## src/rtl/maxpool2x2_engine_if.sv

```systemverilog
// Control and buffer-port bundle for maxpool2x2_engine.
//   master : the wrapper side, which drives start and returns input-buffer read data.
//   slave  : the engine, which drives busy/done, the input-buffer read address and the
//            output-buffer write port.
// Signals:
//   start          one-cycle start request
//   done           one-cycle completion pulse
//   busy           run in progress (first cycle after start through the done cycle)
//   bufferIn_adr   input-buffer read address, row-major
//   bufferIn_data  input-buffer read data (combinational read of bufferIn_adr)
//   bufferOut_adr  output-buffer write address, row-major
//   bufferOut_data output-buffer write data
//   bufferOut_wr   output-buffer write strobe
interface maxpool2x2_engine_if #(
  parameter int unsigned DATA_WIDTH = 32,
  parameter int unsigned IMG_H      = 4,
  parameter int unsigned IMG_W      = 4
);
  localparam int unsigned IN_NUM        = IMG_H * IMG_W;
  localparam int unsigned OUT_NUM       = (IMG_H / 2) * (IMG_W / 2);
  localparam int unsigned IN_ADR_WIDTH  = $clog2(IN_NUM);
  // A 2x2 image has a single output word; keep the address at least one bit wide.
  localparam int unsigned OUT_ADR_WIDTH = (OUT_NUM > 1) ? $clog2(OUT_NUM) : 1;

  logic                     start;
  logic                     done;
  logic                     busy;
  logic [IN_ADR_WIDTH-1:0]  bufferIn_adr;
  logic [DATA_WIDTH-1:0]    bufferIn_data;
  logic [OUT_ADR_WIDTH-1:0] bufferOut_adr;
  logic [DATA_WIDTH-1:0]    bufferOut_data;
  logic                     bufferOut_wr;

  modport master (
    output start,
    output bufferIn_data,
    input  done,
    input  busy,
    input  bufferIn_adr,
    input  bufferOut_adr,
    input  bufferOut_data,
    input  bufferOut_wr
  );

  modport slave (
    input  start,
    input  bufferIn_data,
    output done,
    output busy,
    output bufferIn_adr,
    output bufferOut_adr,
    output bufferOut_data,
    output bufferOut_wr
  );
endinterface

```

## src/rtl/maxpool2x2_engine.sv

```systemverilog
// 2x2 stride-2 signed max pooling engine (pooling stage of the MNIST CNN datapath).
// On an accepted start it reads an IMG_H x IMG_W map from the input buffer, four taps per
// window, keeps the signed maximum, writes one word per window to the output buffer and
// pulses done. Every window costs 5 cycles (4 reads + 1 write); done follows the last write.
// Ports:
//   clk    clock, rising edge
//   rst_n  asynchronous active-low reset (aborts any run, no done)
//   bus_io maxpool2x2_engine_if.slave: start/done/busy and both buffer ports
// Build option:
//   MAXPOOL_RELU_EN  when defined, negative pooled results are written as 0 (fused ReLU).
module maxpool2x2_engine #(
  parameter int unsigned DATA_WIDTH = 32,
  parameter int unsigned IMG_H      = 4,
  parameter int unsigned IMG_W      = 4
) (
  input logic                    clk,
  input logic                    rst_n,
  maxpool2x2_engine_if.slave     bus_io
);
  localparam int unsigned IN_NUM        = IMG_H * IMG_W;
  localparam int unsigned OUT_NUM       = (IMG_H / 2) * (IMG_W / 2);
  localparam int unsigned IN_ADR_WIDTH  = $clog2(IN_NUM);
  localparam int unsigned OUT_ADR_WIDTH = (OUT_NUM > 1) ? $clog2(OUT_NUM) : 1;
  localparam int unsigned WIN_ROWS      = IMG_H / 2;
  localparam int unsigned WIN_COLS      = IMG_W / 2;
  localparam int unsigned WR_WIDTH      = (WIN_ROWS > 1) ? $clog2(WIN_ROWS) : 1;
  localparam int unsigned WC_WIDTH      = (WIN_COLS > 1) ? $clog2(WIN_COLS) : 1;

  typedef enum logic [1:0] {StIdle, StRead, StWrite, StFin} state_e;

  state_e                  state_q, state_d;
  logic [WR_WIDTH-1:0]     wr_q, wr_d;
  logic [WC_WIDTH-1:0]     wc_q, wc_d;
  logic [1:0]              k_q, k_d;
  logic [DATA_WIDTH-1:0]   acc_q, acc_d;
  // Low for the first edge after reset release so a start seen at that edge is ignored.
  logic                    armed_q;
  logic [DATA_WIDTH-1:0]   wr_data;
  logic                    last_col, last_row;

  assign last_col = (wc_q == WC_WIDTH'(WIN_COLS - 1));
  assign last_row = (wr_q == WR_WIDTH'(WIN_ROWS - 1));

`ifdef MAXPOOL_RELU_EN
  assign wr_data = acc_q[DATA_WIDTH-1] ? '0 : acc_q;
`else
  assign wr_data = acc_q;
`endif

  always_comb begin
    state_d               = state_q;
    wr_d                  = wr_q;
    wc_d                  = wc_q;
    k_d                   = k_q;
    acc_d                 = acc_q;
    bus_io.done           = 1'b0;
    bus_io.busy           = (state_q != StIdle);
    bus_io.bufferIn_adr   = '0;
    bus_io.bufferOut_adr  = '0;
    bus_io.bufferOut_data = '0;
    bus_io.bufferOut_wr   = 1'b0;

    unique case (state_q)
      StIdle: begin
        if (bus_io.start && armed_q) begin
          state_d = StRead;
          wr_d    = '0;
          wc_d    = '0;
          k_d     = '0;
        end
      end
      StRead: begin
        // k[1] selects the lower row of the window, k[0] the right column.
        bus_io.bufferIn_adr = IN_ADR_WIDTH'((2 * 32'(wr_q) + 32'(k_q[1])) * IMG_W
                                            + 2 * 32'(wc_q) + 32'(k_q[0]));
        // Strict greater-than: on a tie the accumulator keeps its value.
        if ((k_q == 2'd0) || ($signed(bus_io.bufferIn_data) > $signed(acc_q))) begin
          acc_d = bus_io.bufferIn_data;
        end
        k_d = k_q + 2'd1;
        if (k_q == 2'd3) begin
          state_d = StWrite;
        end
      end
      StWrite: begin
        bus_io.bufferOut_wr   = 1'b1;
        bus_io.bufferOut_adr  = OUT_ADR_WIDTH'(32'(wr_q) * WIN_COLS + 32'(wc_q));
        bus_io.bufferOut_data = wr_data;
        state_d               = StRead;
        if (last_col) begin
          wc_d = '0;
          if (last_row) begin
            state_d = StFin;
          end else begin
            wr_d = wr_q + 1'b1;
          end
        end else begin
          wc_d = wc_q + 1'b1;
        end
      end
      StFin: begin
        bus_io.done = 1'b1;
        state_d     = StIdle;
      end
      default: state_d = StIdle;
    endcase
  end

  always_ff @(posedge clk or negedge rst_n) begin
    if (!rst_n) begin
      state_q <= StIdle;
      wr_q    <= '0;
      wc_q    <= '0;
      k_q     <= '0;
      acc_q   <= '0;
      armed_q <= 1'b0;
    end else begin
      state_q <= state_d;
      wr_q    <= wr_d;
      wc_q    <= wc_d;
      k_q     <= k_d;
      acc_q   <= acc_d;
      armed_q <= 1'b1;
    end
  end
endmodule

```

## src/flat_wrapper.sv

```systemverilog
// flat-port wrapper written by rule: the top's interface ports become plain ports
module maxpool2x2_engine_flat 
#(
  parameter int unsigned DATA_WIDTH = 32,
  parameter int unsigned IMG_H      = 4,
  parameter int unsigned IMG_W      = 4
)
  (clk, rst_n, bus_io_start, bus_io_bufferIn_data, bus_io_done, bus_io_busy, bus_io_bufferIn_adr, bus_io_bufferOut_adr, bus_io_bufferOut_data, bus_io_bufferOut_wr);
  maxpool2x2_engine_if #(.DATA_WIDTH(DATA_WIDTH), .IMG_H(IMG_H), .IMG_W(IMG_W)) bus_io_i ();
  input logic clk;
  input logic rst_n;
  input wire logic [$bits(bus_io_i.start)-1:0] bus_io_start;
  input wire logic [$bits(bus_io_i.bufferIn_data)-1:0] bus_io_bufferIn_data;
  output wire logic [$bits(bus_io_i.done)-1:0] bus_io_done;
  output wire logic [$bits(bus_io_i.busy)-1:0] bus_io_busy;
  output wire logic [$bits(bus_io_i.bufferIn_adr)-1:0] bus_io_bufferIn_adr;
  output wire logic [$bits(bus_io_i.bufferOut_adr)-1:0] bus_io_bufferOut_adr;
  output wire logic [$bits(bus_io_i.bufferOut_data)-1:0] bus_io_bufferOut_data;
  output wire logic [$bits(bus_io_i.bufferOut_wr)-1:0] bus_io_bufferOut_wr;
  assign bus_io_i.start = bus_io_start;
  assign bus_io_i.bufferIn_data = bus_io_bufferIn_data;
  assign bus_io_done = bus_io_i.done;
  assign bus_io_busy = bus_io_i.busy;
  assign bus_io_bufferIn_adr = bus_io_i.bufferIn_adr;
  assign bus_io_bufferOut_adr = bus_io_i.bufferOut_adr;
  assign bus_io_bufferOut_data = bus_io_i.bufferOut_data;
  assign bus_io_bufferOut_wr = bus_io_i.bufferOut_wr;
  maxpool2x2_engine #(.DATA_WIDTH(DATA_WIDTH), .IMG_H(IMG_H), .IMG_W(IMG_W)) u_core (.clk(clk), .rst_n(rst_n), .bus_io(bus_io_i));
endmodule
```

## config.mk

```make
export PLATFORM = sky130hd
export DESIGN_NAME = maxpool2x2_engine_flat
export DESIGN_NICKNAME = d
export VERILOG_FILES = /design/src/rtl/maxpool2x2_engine_if.sv /design/src/rtl/maxpool2x2_engine.sv /design/src/flat_wrapper.sv
export SDC_FILE = /design/constraint.sdc
export NUM_CORES = 1
export LEC_CHECK = 0
export BUFFER_PORTS_ARGS = -buffer_cell sky130_fd_sc_hd__buf_2
export CORE_ASPECT_RATIO = 2
export CORE_MARGIN = 4
export CORE_UTILIZATION = 57
export DETAILED_ROUTE_END_ITERATION = 7
export PLACE_DENSITY = 0.91
export SLEW_MARGIN = 15
export SYNTH_ARGS = -nofsm -noshare
export SYNTH_HDL_FRONTEND = slang
export SYNTH_SLANG_ARGS = --single-unit
```

## constraint.sdc

```tcl
create_clock -name clk -period 5.7 [get_ports clk]
set_clock_uncertainty 0.1 [all_clocks]
set_input_delay 0.285 -clock clk [delete_from_list [all_inputs] [get_ports clk]]
set_output_delay 0.285 -clock clk [all_outputs]
set_load 0.02 [all_outputs]
```

==> metrics.md <==
| Metric | Value |
|---|---|
| Final min period | around 3.0 ns |
| Drt first pass iters | 4 |
| Comb pwr share | 58.8% |
| Peak VDD IR | 0.502 mV |
| YS warnings | 0 |
| Worst-skew pair later-pin latency | 0.28 ns |
| Flops & latches, synth | 39 |
| Vias in the first global route | about 2200 |
| Clock Root Buffer | clkbuf_8 |
| CP peak stage delay | around 0.53 ns |
| Worst path bufs/invs | 1 |
| Internal power | between 1 and 1.5 mW |
| Pre-CTS setup slack | approximately 2.6 ns |
| Die H | roughly 100 um |
| Multi-input logic area | ~1500 um^2 |
| Die width | approximately 56 um |
| Yosys cell types | 32 |
| Area grow syn2layout | 17.1% |
| Slew Limit Fails | 0 |
| Port Buffers | 75 |
| Post-CTS setup buffer count | 0 |
| Final worst slack | roughly 2.7 ns |
| GR Overflow Total | 0 |
| Nets | approximately 410 |
| Switching Power | 0.669 mW |
| Total track usage | about a fifth |
| Hold-fix buffers at CTS | 0 |
| Leading cell type in the layout, fill and taps excluded | buf_2 |
| Cts repair resizes | 0 |
| Initial DRC Count | 30 |
| Setup tns final | 0 ns |
| Clock Tree Buf Depth | 2 |
| Least-Margin Pin Slew | between 0.9 and 1 ns |
| Sequential area share after synthesis | a little over a third |
| Routed len/inst | 14.8 um |
| Slew headroom | a little over a third |
| Clock power share | 11.2% |
| Seq pwr share | between 30% and 40% |
| Detailed-route via count | 2119 |
| Final WL | just under 6 mm |
| Layout cells sized above 1 | a little over a third |
| Syn Inst Count | approximately 260 |
| N_diodes | 0 |
| TritonCTS clock tree | built |
| Switching Share | ~40% |
| FF/Latch Area | between 900 and 1000 um^2 |
| # rows | 35 |
| Top delay family on crit path | compound AO/OA/AOI/OAI gates |
| Slowest cell on the critical path | a211o_4 |
| TritonCTS buffer count | 5 |
| Global-route wire length before repair | between 9 and 10 mm |
| Die Area | slightly below 6000 um^2 |
| Most frequent cells in the layout | buf_2 (75), dfrtp_1 (39), nor2_1 (38) |
| Final Hold Fails | 0 |
| CP startpoint | u_core.acc_q[19] |
| Post-Syn Area | roughly 2700 um^2 |
| Initial Util | between 50% and 60% |
| R2R setup slack | between 2 and 3 ns |
| Pwr/cell area | around 540 nW/um^2 |
| Final core utilization | between 60 and 70% |
| CTS Sinks | 39 |
| Number of remaining DRC errors | 0 |
| HPWL after detailed placement | ~4.6 mm |
| # IOs | 76 |
| Worst Hold Class | input port to asynchronous set/reset pin |
| Tcrit/Tclk final | a little over half |
| Routed Antenna Nets | 0 |
| Core area | around 4600 um^2 |
| Max-Cap Viols | 0 |
| Layout fillers | roughly 370 |
| Setup crit end kind | flip-flop |
| Vias per inst | around 5.4 |
| Routability congestion estimate from global placement | approximately 0.76 |
| Setup violators final | 0 |
| CP arrival | between 3 and 4 ns |
| Status | complete, no violations |
| Syn Nets | 330 |
| Initial antenna violation count | 0 |
| Setup CP Type | flip-flop to flip-flop |
| H-tree levels | 2 |
| Largest net degree at the start of global routing | 40 |
| RSZ-0062 raised after global routing | false |
| Mean post-synth cell area | between 10 and 15 um^2 |
| Crit path required time | slightly below 6 ns |
| Worst-path cell chain | inv_1 > ha_1 > a21oi_1 > o21ai_0 > a22o_1 > or4_4 > a211oi_1 > a211o_4 > mux2_2 |
| CTS clock-pin slew for the worst setup and hold paths | 0.08 ns |
| Fmax | ~330 MHz |
| CP Max Fanout | 32 |
| Crit path launch type | flip-flop |
| Worst r2r src | u_core.acc_q[19] |
| Leak | approximately 1.8 nW |
[stage by stage]
step	total power [mW]	std cells	instance area, um^2	hold slack (ns)
6_report	1.68	391	3130	0.0153
5_1_grt	1.82	391	3130	0.0936
4_1_cts	1.70	391	3130	0.0406
3_5_place_dp	1.50	384	3040	0.349
3_3_place_gp	1.46	384	3040	0.346
2_1_floorplan	1.35	261	2670	-0.111
[power by group through the flow]
stage / registers (mW) / logic (mW) / clock network (mW)
after floorplan: 0.478 / 0.874 / 0
after global placement: 0.500 / 0.957 / 0
after detailed placement: 0.507 / 0.988 / 0
after CTS: 0.502 / 0.999 / 0.197
after global routing: 0.523 / 1.09 / 0.201
final: 0.505 / 0.991 / 0.189
[per-layer routing]
| metal | track usage, % | up-vias | routed length [um] |
|---|---|---|---|
| li1 | - | 1030 | - |
| met1 | 21.2 | 1012 | 2050 |
| met2 | 38.6 | 56 | 3280 |
| met3 | 3.09 | 21 | 229 |
| met4 | 10.9 | 0 | 230 |
| met5 | 0 | - | 0 |
[cell usage after synthesis]
| cell | count | area share, % |
|---|---|---|
| dfrtp_1 | 39 | 37 |
| nor2_1 | 38 | 5.3 |
| inv_1 | 36 | 5.1 |
| ha_1 | 34 | 16 |
| mux2_4 | 30 | 17 |
| a21oi_1 | 14 | 2.6 |
| nand2_1 | 11 | 1.5 |
| o21ai_0 | 9 | 1.7 |
| nand4_1 | 8 | 1.9 |
| and2_1 | 6 | 1.4 |
| clkbuf_1 | 4 | 0.56 |
| nor2b_1 | 4 | 0.94 |
| buf_12 | 3 | 2.3 |
| nand3_1 | 3 | 0.56 |
| a22o_1 | 2 | 0.66 |
| mux2_2 | 2 | 0.84 |
| nor3_1 | 2 | 0.38 |
| o211ai_1 | 2 | 0.56 |
| a2111o_1 | 1 | 0.42 |
| a211o_4 | 1 | 0.66 |
| a211oi_1 | 1 | 0.28 |
| a21o_1 | 1 | 0.28 |
| a21oi_2 | 1 | 0.33 |
| a221oi_1 | 1 | 0.33 |
| a31o_2 | 1 | 0.33 |
| conb_1 | 1 | 0.14 |
| nand2b_1 | 1 | 0.23 |
| nor4_1 | 1 | 0.23 |
| o21ai_1 | 1 | 0.19 |
| o22ai_1 | 1 | 0.23 |
| or2_2 | 1 | 0.23 |
| or4_4 | 1 | 0.42 |
[area by class of cell]
cell class              instances  area share, %
repair buffers                 75           12.0
well taps                      55           2.20
flip-flops and latches         39           31.2
multi-input cells             179           47.4
inverters                      36           4.32
clock buffers                   6           2.64
clock inverters                 1          0.160
[sequential cells by signal (all words and copies together), names as in the netlist]
signal,flops
u_core.acc_q,32
u_core.armed_q,1
u_core.k_q,2
u_core.last_col,1
u_core.last_row,1
u_core.state_q,2
[final timing paths]
check                               endpoint  depth (start not counted)
hold reg to reg             u_core.acc_q[31]                          1
min in group clk             u_core.acc_q[2]                          2
setup reg to reg            u_core.acc_q[31]                          9
max in group asynchronous   u_core.acc_q[25]                          1
hold / removal             u_core.state_q[0]                          1
setup / recovery            u_core.acc_q[31]                          9
[kinds of logic after synthesis]
| logic type | after synthesis | synth area share, % |
|---|---|---|
| and+or+nand+nor | 76 | 13.2 |
| buffers and inverters | 43 | 7.88 |
| DFF | 39 | 36.6 |
| AOI/OAI and AO/OA | 36 | 8.58 |
| adders and majority gates | 34 | 15.9 |
| muxes | 32 | 17.7 |
| other | 1 | 0.141 |
Note: power is estimated with default switching activity, not from simulation.
